[config.mk]
export PLATFORM = sky130hd
export DESIGN_NAME = palette_fade_ctrl
export DESIGN_NICKNAME = d
export VERILOG_FILES = /design/src/rtl/palette_fade_ctrl.sv
export SDC_FILE = /design/constraint.sdc
export NUM_CORES = 1
export LEC_CHECK = 0
export ABC_AREA = 1
export CAP_MARGIN = 10
export CORE_ASPECT_RATIO = 0.75
export CORE_MARGIN = 2
export CORE_UTILIZATION = 55
export DETAILED_ROUTE_END_ITERATION = 12
export PLACE_DENSITY_LB_ADDON = 0.15
export SLEW_MARGIN = 20
export SYNTH_ARGS = -nofsm -noshare
export SYNTH_HDL_FRONTEND = slang
export SYNTH_SLANG_ARGS = --single-unit
[constraint.sdc]
create_clock -name clk -period 4.24 [get_ports clk]
set_clock_uncertainty 0.1 [all_clocks]
set_input_delay 1.272 -clock clk [delete_from_list [all_inputs] [get_ports clk]]
set_output_delay 1.272 -clock clk [all_outputs]
set_load 0.02 [all_outputs]
[src/rtl/palette_fade_ctrl.sv]
// Palette brightness fader: scales the looked-up colour by the current level
// and sequences fade-out, hold-at-black and fade-in on frame boundaries.
module palette_fade_ctrl #(
  parameter int unsigned FRAMES_PER_STEP = 2,
  parameter int unsigned HOLD_FRAMES     = 8
) (
  input  logic       clk,
  input  logic       rst_n,
  input  logic       frame_start,
  input  logic       start_fade,
  input  logic       resume,
  input  logic [4:0] pix_index,
  input  logic       pix_valid,
  output logic [4:0] pal_index,
  input  logic [3:0] pal_red,
  input  logic [3:0] pal_green,
  input  logic [3:0] pal_blue,
  output logic [3:0] red,
  output logic [3:0] green,
  output logic [3:0] blue,
  output logic       out_valid,
  output logic       busy,
  output logic       at_black,
  output logic       done,
  output logic [3:0] level
);

  localparam int unsigned FW = 4;
  localparam int unsigned HW = 8;
  localparam int unsigned CW = 4;

  typedef enum logic [1:0] {IDLE, FADE_OUT, HOLD, FADE_IN} state_t;

  state_t          state_q, state_d;
  logic [CW-1:0]   level_q, level_d;
  logic [FW-1:0]   frame_q, frame_d, frame_inc;
  logic [HW-1:0]   hold_q, hold_d, hold_inc;
  logic            resume_q, resume_d;
  logic            at_black_d, done_d;
  logic            step_hit, hold_ok;

  // c * (level + 1) keeps the top nibble: level 15 is identity, level 0 is black
  function automatic logic [CW-1:0] scale(input logic [CW-1:0] c, input logic [CW-1:0] lvl);
    logic [7:0] p;
    p = 8'(c) * 8'({1'b0, lvl} + 5'd1);
    return p[7:4];
  endfunction

  assign pal_index = pix_index;
  assign level     = level_q;

  // Saturating counters
  assign frame_inc = (frame_q == {FW{1'b1}}) ? frame_q : frame_q + FW'(1);
  assign hold_inc  = (hold_q == {HW{1'b1}}) ? hold_q : hold_q + HW'(1);
  assign step_hit  = (frame_inc >= FW'(FRAMES_PER_STEP));
  assign hold_ok   = (hold_inc >= HW'(HOLD_FRAMES));

  always_comb begin
    state_d    = state_q;
    level_d    = level_q;
    frame_d    = frame_q;
    hold_d     = hold_q;
    resume_d   = resume_q;
    at_black_d = 1'b0;
    done_d     = 1'b0;
    case (state_q)
      IDLE: begin
        level_d  = 4'd15;
        frame_d  = '0;
        hold_d   = '0;
        resume_d = 1'b0;
        if (start_fade) state_d = FADE_OUT;
      end
      FADE_OUT: begin
        if (frame_start) begin
          if (step_hit) begin
            frame_d = '0;
            level_d = level_q - 4'd1;
            if (level_q == 4'd1) begin
              state_d    = HOLD;
              at_black_d = 1'b1;
              hold_d     = '0;
              resume_d   = 1'b0;
            end
          end else begin
            frame_d = frame_inc;
          end
        end
      end
      HOLD: begin
        level_d = 4'd0;
        if (resume) resume_d = 1'b1;
        if (frame_start) begin
          hold_d = hold_inc;
          if (hold_ok && (resume_q || resume)) begin
            state_d = FADE_IN;
            frame_d = '0;
          end
        end
      end
      FADE_IN: begin
        if (frame_start) begin
          if (step_hit) begin
            frame_d = '0;
            level_d = level_q + 4'd1;
            if (level_q == 4'd14) begin
              state_d = IDLE;
              done_d  = 1'b1;
            end
          end else begin
            frame_d = frame_inc;
          end
        end
      end
      default: state_d = IDLE;
    endcase
  end

  always_ff @(posedge clk or negedge rst_n) begin
    if (!rst_n) begin
      state_q   <= IDLE;
      level_q   <= 4'd15;
      frame_q   <= '0;
      hold_q    <= '0;
      resume_q  <= 1'b0;
      busy      <= 1'b0;
      at_black  <= 1'b0;
      done      <= 1'b0;
      red       <= '0;
      green     <= '0;
      blue      <= '0;
      out_valid <= 1'b0;
    end else begin
      state_q   <= state_d;
      level_q   <= level_d;
      frame_q   <= frame_d;
      hold_q    <= hold_d;
      resume_q  <= resume_d;
      busy      <= (state_d != IDLE);
      at_black  <= at_black_d;
      done      <= done_d;
      red       <= pix_valid ? scale(pal_red, level_q) : '0;
      green     <= pix_valid ? scale(pal_green, level_q) : '0;
      blue      <= pix_valid ? scale(pal_blue, level_q) : '0;
      out_valid <= pix_valid;
    end
  end

endmodule

==> summary.md, run 1 <==
| Metric | Value |
|---|---|
| Worst Hold End | `frame_q[2]` |
| GRT Overall Usage | `23.1%` |
| Top FF cell, synth | `dfrtp_1` |
| GP Congestion | `~0.87` |
| Worst setup path startpoint | `pal_red[2]` |
| Post-synth ARST share | `100%` |
| Final Setup Violations | `0` |
| First-pass GRT wire length | `~12000 um` |
| Critical Path RT | `4350 ps` |
| Mapped Area | `around 3100 um^2` |
| Maxcap violations | `0` |
| Fillers | `479` |
| CTS tree | `yes` |
| Switching power | `0.932 mW` |
| Netlist cell types | `35` |
| Number of synthesized flops with an enable pin | `0` |
| Layout cells sized above 1 | `7.38%` |
| Hold Vio Cnt, Final | `0` |
| Mapped Cells | `between 400 and 500` |
| Max-Slew Margin vs Limit | `39.8%` |
| Initial DRC Count | `between 100 and 150` |
| Die area | `roughly 6300 um^2` |
| Register-to-register setup slack | `about 400 ps` |
| Wire per inst | `~13 um` |
| Critical path class | `input pin to register` |
| Post-CTS Resized | `0` |
| Net Count, Synth | `479` |
| Reg clk slew, reported paths | `80 ps` |
| Tmin final | `~3900 ps` |
| Initial Util | `roughly 58%` |
| Area of the multi-input gates | `about 1900 um^2` |
| RSZ-0062 raised after global routing | `false` |
| DIE HEIGHT | `slightly below 70 um` |
| Max frequency | `257 MHz` |
| Comb power frac | `a little under 60%` |
| CP max stage delay | `530 ps` |
| Delay-heaviest family, CP | `adder cells` |
| Crit end category | `register` |
| Grt ovf | `0` |
| Worst Tran Pin Value | `~900 ps` |
| Worst Path Max Fanout | `5` |
| R2R cell count | `11` |
| Diodes inserted | `0` |
| # IOs | `between 40 and 50` |
| Via count | `2677` |
| Hold-fix buffers, CTS | `0` |
| Sequential Power Share | `25.2%` |
| Period utilization | `91.7%` |
| Hold path depth | `2` |
| Clock network power share | `~15%` |
| Outcome | `complete, no violations` |
| Vias per cell | `about 5` |
| Vias in the first global route | `approximately 2500` |
| Mapped Avg Cell Area | `approximately 7.7 um^2` |
| Setup bufs post-CTS | `0` |
| Pleak | `~1.9 nW` |
| Sum Neg Setup Slack | `0 ps` |
| Maximum vdd ir drop | `~0.0003 V` |
| Worst-case clock buffer depth | `2` |
| Sequential fraction of the synthesis area | `between 20% and 30%` |
| Largest net degree at the start of global routing | `36` |
| Final #Nets | `a little over 500` |
| Initial antenna violation count | `0` |
| WP buf/inv | `4` |
| Number of H-tree levels | `2` |
| WL final | `approximately 6800 um` |
| Place WS | `between 70 and 80 ps` |
| Sw Ratio | `a little under half` |
| Hold_sp | `frame_q[2]` |
| Antenna violation net count after detailed routing | `0` |
| R2r endpoint | `red[1]` |
| Slowest stage cell, crit path | `fa_1` |
| Core area | `5410 um^2` |
| Die span in x | `~91 um` |
| Yosys reg bits | `35` |
| Crit path top cell by count | `inv_1` |
| Final WS setup | `around 350 ps` |
| Syn-to-layout area delta | `17.5%` |
| Worst setup SP type | `input pin` |
| Yosys warnings | `0` |
| Max Slew Vio Count | `0` |
| P per Cell Area | `between 500 and 600 nW/um^2` |
| Internal | `roughly 1.1 mW` |
| Clk_lat worst skew | `approximately 300 ps` |
| Clk sinks | `35` |
| Root Buffer | `clkbuf_8` |
| CP Cell Sequence | `clkdlybuf4s50_1 > inv_1 > nor2_1 > fa_1 > inv_1 > fa_1 > inv_1 > ha_1 > a21boi_1 > nor3_1 > nor3_1` |
| Seq. cell area | `881 um^2` |
| TritonCTS buffer count | `5` |
| Row count | `23` |
| R2r startpoint | `level[0]` |
| Post-detail-place hpwl | `between 5000 and 6000 um` |
| Hold crit path type | `register to register` |
| DRC errors left | `0` |
| Pre-antenna DRT Iters | `4` |
| Worst EP arrival | `3990 ps` |
| PortBufs | `37` |
[per-stage QoR]
step	hold slack [ps]	area, um^2	total power [mW]	cells	utilization, %
final	442	3680	2.00	522	67.9
after global routing	470	3680	2.20	522	67.9
after CTS	441	3680	2.00	522	67.9
after detailed placement	421	3560	1.68	514	65.9
after global placement	410	3560	1.64	514	65.9
after floorplan	389	3130	1.36	408	-
[power by group through the flow]
stage / registers, mW / clock network, mW / logic [mW]
floorplan: 0.536 / 0 / 0.828
global placement: 0.505 / 0 / 1.14
detailed placement: 0.506 / 0 / 1.18
CTS: 0.502 / 0.310 / 1.19
global route: 0.513 / 0.329 / 1.36
finish: 0.503 / 0.305 / 1.19
[how the worst max path moves through the flow]
stage                     to  slack (ps)  cells past startpoint
finish                red[1]         350                     11
global route          red[1]         130                     11
CTS                   red[1]         350                     11
detailed placement    red[1]          70                     11
global placement      red[1]         140                     11
floorplan           green[3]         710                     14
[layout make-up]
cell class              instances  share of cell area (%)
multi-input cells             290                    52.1
flip-flops and latches         35                    24.0
well taps                      75                    2.55
clock buffers                   5                    1.87
inverters                      73                    7.45
repair buffers                 41                    10.9
clock inverters                 3                    1.19
[cell usage after synthesis (3+ instances only)]
cell	n	area, um^2
nand3_2	4	40.0
a21boi_1	4	30.0
nor2_1	54	203
o21ai_0	19	95.1
xnor2_1	9	78.8
nand3_1	19	95.1
clkbuf_1	3	11.3
a21oi_1	16	80.1
inv_2	3	11.3
inv_1	69	259
ha_1	33	413
buf_4	5	37.5
nand4_1	7	43.8
dfrtp_1	31	776
fa_1	15	300
o211ai_1	4	30.0
nand2_1	73	274
xor2_1	3	26.3
nor3_1	7	35.0
nor2_2	4	25.0
dfstp_2	4	105
o22ai_1	5	31.3
[routing by layer]
metal / share of wire (%) / wire length, um / global-route usage (%)
met1: 52 / 3520 / 34.0
met2: 42 / 2870 / 33.8
met3: 4.8 / 326 / 6.09
met4: 0.81 / 55 / 6.23
met5: 0 / 0 / 0
[tightest hold or removal path, cell delays in order (launching register included)]
cell     delay (ps)
dfrtp_1         400
inv_1            70
a21oi_1          40
[layout by cell type, fill, tap and decap left out, types with 2 or more instances in the layout]
master           netlist  final
nor3_2                 2      2
fa_1                  15     15
clkdlybuf4s50_1        0     37
nor2_2                 4      4
o21a_1                 2      2
nor3_1                 7      7
nand3_1               19     19
xor2_1                 3      3
ha_1                  33     33
o22ai_1                5      5
o21ai_0               19     19
a21oi_1               16     16
xnor2_1                9      9
nor2_1                54     54
clkbuf_8               0      5
nand4_1                7      7
dfstp_2                4      4
inv_1                 69     69
inv_2                  3      3
o211ai_1               4      4
dfrtp_1               31     31
a21boi_1               4      4
o21ai_1                2      2
nand2_1               73     73
buf_4                  5      4
nand3_2                4      4
[logic make-up after synthesis]
| group | share of synthesized area, % |
|---|---|
| DFF | 28.2 |
| buffers and inverters | 10.6 |
| xor gates and xnor gates | 3.36 |
| AOI/OAI and AO/OA | 10.4 |
| and+or+nand+nor | 24.7 |
| adders and majority gates | 22.8 |
[flip-flops by register name (all words and copies together), names as in the netlist]
name	flops
at_black	1
blue	4
busy	1
done	1
frame_q	4
green	4
hold_q	8
level	4
out_valid	1
red	4
resume_q	1
state_q	2
(Power assumes the default switching activity.)
==> run 2: changes to the inputs <==
- CTS_CLUSTER_SIZE: unset -> 10
- GPL_ROUTABILITY_DRIVEN: unset -> 0
==> results of run 2 <==
The final DEF is identical to that of run 1; final timing and power are the same.
